===== config.mk =====
export PLATFORM = sky130hd
export DESIGN_NAME = in_filter_reg_cell_flat
export DESIGN_NICKNAME = d
export VERILOG_FILES = /design/src/rtl/in_filter_reg_cell_pkg.sv /design/src/rtl/in_filter_reg_cell_if.sv /design/src/rtl/in_filter_reg_cell_io_sync2.sv /design/src/rtl/in_filter_reg_cell.sv /design/src/flat_wrapper.sv
export SDC_FILE = /design/constraint.sdc
export NUM_CORES = 1
export LEC_CHECK = 0
export CORE_AREA = 5 5 42 44
export CTS_CLUSTER_SIZE = 12
export DETAILED_ROUTE_END_ITERATION = 12
export DIE_AREA = 0 0 47 49
export HOLD_SLACK_MARGIN = 0.03
export PLACE_DENSITY = 0.63
export SLEW_MARGIN = 30
export SYNTH_ARGS = -nofsm -noshare
export SYNTH_HDL_FRONTEND = slang
export SYNTH_HIERARCHICAL = 1
export SYNTH_SLANG_ARGS = --single-unit

===== constraint.sdc =====
create_clock -name IQC -period 2.95 [get_ports IQC]
set_clock_uncertainty 0.05 [all_clocks]
set_input_delay 0.295 -clock IQC [delete_from_list [all_inputs] [get_ports IQC]]
set_output_delay 0.295 -clock IQC [all_outputs]
set_load 0.05 [all_outputs]

===== src/rtl/in_filter_reg_cell_pkg.sv =====
// ----------------------------------------------------------------------------
// in_filter_reg_cell_pkg
// Shared constants for the input filter IO cell and its helpers.
//   FILT_LEN_DEF : default number of consecutive differing synchronized
//                  samples needed before the filtered level follows the pad.
//   CNT_W_DEF    : default width of the filter run counter.
//   SYNC_DEPTH   : number of flops in the pad synchronizer.
// ----------------------------------------------------------------------------
package in_filter_reg_cell_pkg;

    localparam int FILT_LEN_DEF = 4;
    localparam int CNT_W_DEF    = 4;
    localparam int SYNC_DEPTH   = 2;

endpackage


===== src/rtl/in_filter_reg_cell_if.sv =====
// ----------------------------------------------------------------------------
// in_filter_reg_cell_if
// Bundles the pad input, control inputs and the edge-event handshake of the
// input filter cell.
//   master : fabric side, drives IQI/IEN/ISEL/EDGE_RDY/OVF_CLR and observes
//            A2F/EDGE_VLD/EDGE_RISE/EDGE_OVF.
//   slave  : the cell itself, the mirror image of master.
// ----------------------------------------------------------------------------
interface in_filter_reg_cell_if;
    import in_filter_reg_cell_pkg::*;

    logic IQI;
    logic IEN;
    logic ISEL;
    logic A2F;
    logic EDGE_VLD;
    logic EDGE_RISE;
    logic EDGE_RDY;
    logic EDGE_OVF;
    logic OVF_CLR;

    modport master (
        output IQI, IEN, ISEL, EDGE_RDY, OVF_CLR,
        input  A2F, EDGE_VLD, EDGE_RISE, EDGE_OVF
    );

    modport slave (
        input  IQI, IEN, ISEL, EDGE_RDY, OVF_CLR,
        output A2F, EDGE_VLD, EDGE_RISE, EDGE_OVF
    );

endinterface


===== src/rtl/in_filter_reg_cell_io_sync2.sv =====
// ----------------------------------------------------------------------------
// io_sync2
// Plain flop-chain synchronizer for an asynchronous pad input, reusable by
// any IO cell. Depth comes from the shared package (two flops).
//   clk   : destination clock
//   rst_n : asynchronous active-low reset, all stages reset to 0
//   i_d   : asynchronous input
//   o_q   : synchronized output (last stage)
// ----------------------------------------------------------------------------
module io_sync2
    import in_filter_reg_cell_pkg::*;
(
    input  logic clk,
    input  logic rst_n,
    input  logic i_d,
    output logic o_q
);

    logic [SYNC_DEPTH-1:0] r_syncChain;

    // Shift the pad value through the chain every cycle; stage 0 may go
    // metastable, the later stages give it a full cycle to resolve.
    always_ff @(posedge clk or negedge rst_n) begin
        if (!rst_n) begin
            r_syncChain <= '0;
        end else begin
            r_syncChain <= {r_syncChain[SYNC_DEPTH-2:0], i_d};
        end
    end

    assign o_q = r_syncChain[SYNC_DEPTH-1];

endmodule


===== src/rtl/in_filter_reg_cell.sv =====
// ----------------------------------------------------------------------------
// in_filter_reg_cell
// Input IO cell: synchronizes a pad, debounces it with a run-length filter
// and reports every filtered level change as a single-entry edge event.
//   FILT_LEN : consecutive differing samples needed to accept a new level
//   CNT_W    : filter counter width (FILT_LEN <= 2**CNT_W-1)
//   IQC      : clock, rising edge
//   QRT      : asynchronous active-low reset
//   bus      : slave side of in_filter_reg_cell_if
//              IQI pad in, IEN capture enable, ISEL output select,
//              A2F level out, EDGE_VLD/EDGE_RISE/EDGE_RDY event handshake,
//              EDGE_OVF sticky overflow, OVF_CLR overflow clear
// ----------------------------------------------------------------------------
module in_filter_reg_cell
    import in_filter_reg_cell_pkg::*;
#(
    parameter int FILT_LEN = FILT_LEN_DEF,
    parameter int CNT_W    = CNT_W_DEF
)
(
    input  logic                  IQC,
    input  logic                  QRT,
    in_filter_reg_cell_if.slave   bus
);

    localparam logic [CNT_W-1:0] CNT_LAST = CNT_W'(FILT_LEN - 1);

    logic             w_syncLevel;
    logic             w_differ;
    logic             w_update;
    logic             w_accept;
    logic             w_overflow;
    logic             r_filtLevel;
    logic [CNT_W-1:0] r_filtCnt;
    logic             r_edgeVld;
    logic             r_edgeRise;
    logic             r_edgeOvf;

    io_sync2 u_sync (
        .clk   (IQC),
        .rst_n (QRT),
        .i_d   (bus.IQI),
        .o_q   (w_syncLevel)
    );

    // A sample only counts towards a level change while capture is enabled;
    // the filtered level moves on the sample that completes the run.
    assign w_differ = bus.IEN && (w_syncLevel != r_filtLevel);
    assign w_update = w_differ && (r_filtCnt == CNT_LAST);

    // Run-length filter. Any agreeing sample or disabled capture restarts
    // the run, so only an unbroken stretch of differing samples gets through.
    always_ff @(posedge IQC or negedge QRT) begin
        if (!QRT) begin
            r_filtLevel <= 1'b0;
            r_filtCnt   <= '0;
        end else if (!w_differ) begin
            r_filtCnt   <= '0;
        end else if (w_update) begin
            r_filtLevel <= w_syncLevel;
            r_filtCnt   <= '0;
        end else begin
            r_filtCnt   <= r_filtCnt + CNT_W'(1);
        end
    end

    // An accept frees the slot in the same cycle, so a new event may load
    // on that edge; otherwise a new event against a full slot is lost.
    assign w_accept   = r_edgeVld && bus.EDGE_RDY;
    assign w_overflow = w_update && r_edgeVld && !bus.EDGE_RDY;

    // Single-entry event buffer; the pending event is frozen until accepted.
    always_ff @(posedge IQC or negedge QRT) begin
        if (!QRT) begin
            r_edgeVld  <= 1'b0;
            r_edgeRise <= 1'b0;
        end else if (w_update && (!r_edgeVld || bus.EDGE_RDY)) begin
            r_edgeVld  <= 1'b1;
            r_edgeRise <= w_syncLevel;
        end else if (w_accept) begin
            r_edgeVld  <= 1'b0;
        end
    end

    // Sticky overflow; a fresh overflow takes priority over a clear request.
    always_ff @(posedge IQC or negedge QRT) begin
        if (!QRT) begin
            r_edgeOvf <= 1'b0;
        end else if (w_overflow) begin
            r_edgeOvf <= 1'b1;
        end else if (bus.OVF_CLR) begin
            r_edgeOvf <= 1'b0;
        end
    end

    // Output mux is fed only by flops, never by the raw pad.
    assign bus.A2F       = bus.ISEL ? r_filtLevel : w_syncLevel;
    assign bus.EDGE_VLD  = r_edgeVld;
    assign bus.EDGE_RISE = r_edgeRise;
    assign bus.EDGE_OVF  = r_edgeOvf;

endmodule


===== src/flat_wrapper.sv =====
// flat-port wrapper written by rule: the top's interface ports become plain ports
module in_filter_reg_cell_flat import in_filter_reg_cell_pkg::*;
#(
    parameter int FILT_LEN = FILT_LEN_DEF,
    parameter int CNT_W    = CNT_W_DEF
)
  (IQC, QRT, bus_IQI, bus_IEN, bus_ISEL, bus_EDGE_RDY, bus_OVF_CLR, bus_A2F, bus_EDGE_VLD, bus_EDGE_RISE, bus_EDGE_OVF);
  in_filter_reg_cell_if bus_i ();
  input  logic IQC;
  input  logic QRT;
  input wire logic [$bits(bus_i.IQI)-1:0] bus_IQI;
  input wire logic [$bits(bus_i.IEN)-1:0] bus_IEN;
  input wire logic [$bits(bus_i.ISEL)-1:0] bus_ISEL;
  input wire logic [$bits(bus_i.EDGE_RDY)-1:0] bus_EDGE_RDY;
  input wire logic [$bits(bus_i.OVF_CLR)-1:0] bus_OVF_CLR;
  output wire logic [$bits(bus_i.A2F)-1:0] bus_A2F;
  output wire logic [$bits(bus_i.EDGE_VLD)-1:0] bus_EDGE_VLD;
  output wire logic [$bits(bus_i.EDGE_RISE)-1:0] bus_EDGE_RISE;
  output wire logic [$bits(bus_i.EDGE_OVF)-1:0] bus_EDGE_OVF;
  assign bus_i.IQI = bus_IQI;
  assign bus_i.IEN = bus_IEN;
  assign bus_i.ISEL = bus_ISEL;
  assign bus_i.EDGE_RDY = bus_EDGE_RDY;
  assign bus_i.OVF_CLR = bus_OVF_CLR;
  assign bus_A2F = bus_i.A2F;
  assign bus_EDGE_VLD = bus_i.EDGE_VLD;
  assign bus_EDGE_RISE = bus_i.EDGE_RISE;
  assign bus_EDGE_OVF = bus_i.EDGE_OVF;
  in_filter_reg_cell #(.FILT_LEN(FILT_LEN), .CNT_W(CNT_W)) u_core (.IQC(IQC), .QRT(QRT), .bus(bus_i));
endmodule

Yosys cells after proc, flatten, opt, wreduce, memory -nomap -nowiden
Index checks and enable logic that the tools add are counted.
{"block": "totals", "ff_bits": 10, "inputBits": 7, "out_inout_bits": 4, "word_cells": 28}
{"block": "op_classes", "n_addsub": 1, "n_eq_ne": 2, "n_mux": 7, "n_reduce_logical": 12}
{"op": "$mux W4", "n": 2}
{"op": "$logic_and A1 B1 Y1", "n": 6}
{"op": "$mux W1", "n": 5}
{"op": "$add A4 B1 Y4 const B", "n": 1}
{"op": "$eq A4 B2 Y1 const B", "n": 1}
{"op": "$reduce_bool A2 Y1", "n": 2}
{"op": "$logic_not A1 Y1", "n": 2}
{"op": "$reduce_and A2 Y1", "n": 1}
{"op": "$logic_or A1 B1 Y1", "n": 1}
{"op": "$ne A1 B1 Y1", "n": 1}

Depth between registers and ports, before layout
{"block": "logic_depth", "word_depth": 6, "mapped_depth": 4, "ltp_nobuf": 4}

Hierarchy
The synthesis kept the hierarchy.
{"mod": "in_filter_reg_cell", "n_inst": 1, "cells_per_inst": 29, "area_each_um2": 367.9, "seq_area_each_um2": 200.2}
{"mod": "io_sync2", "n_inst": 1, "cells_per_inst": 2, "area_each_um2": 50.0, "seq_area_each_um2": 50.0}

Worst setup path after synthesis
No wires, ideal clock.
{"block": "synth_path", "kind": "reg2reg", "start": "register u_core.r_edgeVld, in the netlist u_core/bus.EDGE_VLD", "end": "register u_core.r_edgeRise, in the netlist u_core/bus.EDGE_RISE", "setup_time_ns": 0.128, "arrival_time_ns": 1.171, "t_required_ns": 2.772, "slack_ns": 1.601, "stages_incl_launch_ff": 4, "n_path_buf": 0, "synth_period_minus_slack_ns": 1.349, "path_cell_list": "dfrtp_1 > nand2b_1 > nand4_1 > mux2_1"}
{"block": "synth_via", "elab_chain_len": 3}
{"item": "start, declared", "line": "in_filter_reg_cell.sv:35", "text": "logic r_edgeVld;"}
{"item": "start signal, assigned", "line": "in_filter_reg_cell.sv:75", "text": "r_edgeVld <= 1'b0;"}
{"item": "start signal, assigned", "line": "in_filter_reg_cell.sv:78", "text": "r_edgeVld <= 1'b1;"}
{"item": "start signal, assigned", "line": "in_filter_reg_cell.sv:81", "text": "r_edgeVld <= 1'b0;"}
{"item": "$logic_not A1 Y1", "line": "in_filter_reg_cell.sv:77", "text": "end else if (w_update && (!r_edgeVld || bus.EDGE_RDY)) begin"}
{"item": "$logic_or A1 B1 Y1", "line": "in_filter_reg_cell.sv:77"}
{"item": "$logic_and A1 B1 Y1", "line": "in_filter_reg_cell.sv:77"}
{"item": "end signal, assigned", "line": "in_filter_reg_cell.sv:79", "text": "r_edgeRise <= w_syncLevel;"}
{"item": "end, declared", "line": "in_filter_reg_cell.sv:36", "text": "logic r_edgeRise;"}
Every way passes these cells.
A chain may end at the register's enable or synchronous reset.

Worst setup path after layout
{"block": "layout_path", "start": "input port bus_ISEL", "end": "output port bus_A2F"}
{"block": "layout_via", "elab_chain_len": 1}
{"item": "start, declared", "line": "flat_wrapper.sv:13", "text": "input wire logic [$bits(bus_i.ISEL)-1:0] bus_ISEL;"}
{"item": "$mux W1", "line": "in_filter_reg_cell.sv:97", "text": "assign bus.A2F = bus.ISEL ? r_filtLevel : w_syncLevel;"}
{"item": "end, declared", "line": "flat_wrapper.sv:16", "text": "output wire logic [$bits(bus_i.A2F)-1:0] bus_A2F;"}
Every way passes these cells.

==> results.tsv <==
stage	metric	value	unit
status	status	complete, no violations	
timing	tns	0	ns
run	cap_violations	0	
detailed_routing	via_per_inst	4.63	
pwr	p_leak	0.256	nW
detailed_routing	drc	0	
cts	cts.clk_slew.worst_paths	0.06	ns
global_route	grt_use_total	7.04	%
cts	root_buffer	clkbuf_4	
global_route	grt_pass1_wl	1190	um
yosys	synth_area_leader_cell	dfrtp_1	
placement	gp_congestion	0.627	
critical_path	worstPathMaxFanout	1	
timing	relSlewSlack	66.7	%
global_route	grt_pass1_vias	311	
critical_path	cp_data_arrival_time	1.78	ns
yosys	synth_area_per_cell	13.5	sq um
cts	cts_resized	0	
yosys	ys_ff_latch	10	
critical_path	r2r_slack	1.49	ns
timing	hold_slack	0.296	ns
detailed_routing	wirelength	686	um
finish	finish.instance_area	561	sq um
critical_path	startpoint_type	input pin	
detailed_routing	ant_nets	0	
timing	fmax	0.472	GHz
critical_path	cpPeakStageDelay	0.70	ns
cts	postCtsSetupBuffers	0	
critical_path	crit_chain	clkdlybuf4s50_1 > mux2_2 > clkdlybuf4s50_1	
hold_path	min-delay-start	u_core/u_sync/r_syncChain[0]	
finish	finish.utilization	40.0	%
floorplanning	ios	11	
placement	place_hpwl	584	um
cts	cts_buffers	3	
timing	grt_setup_unrepaired	no	
timing	setup_violations	0	
yosys	netlist.area_leader.share	59.9	%
detailed_routing	dr.pass1.iters	2	
cts	ctsHtreeMaxLevel	1	
timing	setup_slack	0.830	ns
yosys	netlist_top_cells_area	dfrtp_1, mux2_2, xor2_2	
finish	syn2layout_area_growth	34.1	%
finish	diodes	0	
timing	fin_crit	2.12	ns
yosys	yosysUniqueCellTypes	18	
critical_path	path_class	in -> out	
cts	cts_buffer_depth	2	
detailed_routing	wl_per_cell	11.4	um
yosys	synthCells	31	
placement	dpl_cell_area	538	sq um
critical_path	worstPathRequired	2.61	ns
global_route	grt_max_degree	11	
timing	worstMarginPinSlew	0.497	ns
hold_path	min_delay_path_depth	0	
global_route	antenna_found_initial	0	
critical_path	r2r_start	u_core/r_filtCnt[0]	
pwr	power_density	494	nW/um^2
timing	final_hold_viol_count	0	
critical_path	critPathTopFamily	buffers and inverters	
pwr	ir_drop	0.000196	V
cts	cts.sinks	10	
critical_path	crit_path_end_kind	output pin	
placement	dp_slack	0.825	ns
finish	fill_cells	150	
floorplanning	rows	14	
floorplanning	die_x	47	um
critical_path	crit_top_cell	clkdlybuf4s50_1	
critical_path	critPathSlowestCell	clkdlybuf4s50_1	
global_route	grt-ovfl-total	0	
hold_path	hp-class	reg -> reg	
floorplanning	core	1400	sq um
critical_path	reg2reg_to	u_core/bus.EDGE_RISE	
yosys	synthesis.nets	39	
critical_path	critPathBufInv	2	
critical_path	reg2reg_depth	4	
detailed_routing	drt-initial-drc-count	2	
floorplanning	initial_utilization	29.8	%
cts	insertion_delay	0.25	ns
timing	drv_slew	0	
yosys	yosysWarningCount	6	
placement	io_buffer_count	10	
finish	layout-drive-gt1-share	22.7	%
floorplanning	die_y	49	um
finish	finish.net_count	54	
detailed_routing	vias	278	
cts	holdBufCountCts	0	
yosys	seq_area_frac_synth	59.9	%
cts	cts_tree	built	
hold_path	whs_endpoint	u_core/u_sync/r_syncChain[1]	
floorplanning	die_area	2300	sq um
timing	finalCritPeriodShare	71.9	%
yosys	netlist_area	418	sq um
## power breakdown
part | total, mW | switching (mW) | internal, mW
Combinational | 0.0416 | 0.0218 | 0.0198
Sequential | 0.150 | 0.00557 | 0.144
Clock | 0.0855 | 0.0389 | 0.0467
## registers in the layout, indices dropped and copies added (netlist names)
| signal | flops |
|---|---|
| u_core/bus.EDGE_OVF | 1 |
| u_core/bus.EDGE_RISE | 1 |
| u_core/bus.EDGE_VLD | 1 |
| u_core/r_filtCnt | 4 |
| u_core/r_filtLevel | 1 |
| u_core/u_sync/r_syncChain | 2 |
## cell usage in the layout (no fill, tap or decap), drive strengths merged
| cell | synthesis | layout |
|---|---|---|
| and3 | 1 | 1 |
| clkbuf | 0 | 3 |
| clkdlybuf4s50 | 0 | 10 |
| dfrtp | 10 | 10 |
| ha | 1 | 1 |
| inv | 1 | 1 |
| mux2 | 4 | 4 |
| nand2 | 3 | 3 |
| nand2b | 1 | 1 |
| nand3 | 2 | 2 |
| nand4 | 1 | 1 |
| nor2 | 2 | 2 |
| nor3 | 1 | 1 |
| nor3b | 1 | 1 |
| o22ai | 1 | 1 |
| xor2 | 2 | 2 |
## cell type report
class	count	area (sq um)	share of cell area, %
Clock buffer	3	22.5	4.02
Timing Repair Buffer	10	100	17.9
Sequential cell	10	250	44.6
Tap cell	16	20.0	3.57
Inverter	1	3.75	0.670
Multi-Input combinational cell	20	164	29.2
## worst max path at each step
stage                   startpoint              endpoint  slack [ns]  depth (start not counted)
2_1_floorplan  u_core/bus.EDGE_VLD  u_core/bus.EDGE_RISE        1.60                          3
3_3_place_gp              bus_ISEL               bus_A2F        0.83                          3
3_5_place_dp              bus_ISEL               bus_A2F        0.82                          3
4_1_cts                   bus_ISEL               bus_A2F        0.83                          3
5_1_grt                   bus_ISEL               bus_A2F        0.80                          3
6_report                  bus_ISEL               bus_A2F        0.83                          3
## cell families (layout without fill, tap and decap cells)
kind of cell               Yosys count  after routing  share of synthesized area [%]
DFF                                 10             10                           59.9
AOI/OAI and AO/OA                    1              1                           1.50
muxes                                4              4                           11.7
buffers and inverters                1             14                          0.897
adders and majority gates            1              1                           2.99
xor gates and xnor gates             2              2                           5.99
and+or+nand+nor                     12             12                           17.1
## synthesized netlist by cell type
cell,count
mux2_2,2
nand3_2,1
xor2_2,1
mux2_4,1
nand2b_1,1
nand4_1,1
nand3_1,1
ha_1,1
inv_1,1
nor3b_2,1
o22ai_1,1
mux2_1,1
nor3_1,1
xor2_1,1
dfrtp_1,10
and3_2,1
nor2_1,2
nand2_1,3
## layer usage
metal	routed length, um	GRT usage [%]	vias to the layer above
met5	0	0	-
met4	0	2.76	0
met3	50	2.21	0
met2	360	11.5	9
met1	276	8.16	137
li1	-	-	132
## stage by stage
step / total power [mW] / std cells
4_1_cts: 0.283 / 60
2_1_floorplan: 0.174 / 31
3_3_place_gp: 0.194 / 57
5_1_grt: 0.293 / 60
3_5_place_dp: 0.194 / 57
6_report: 0.277 / 60
(Power assumes the default switching activity.)
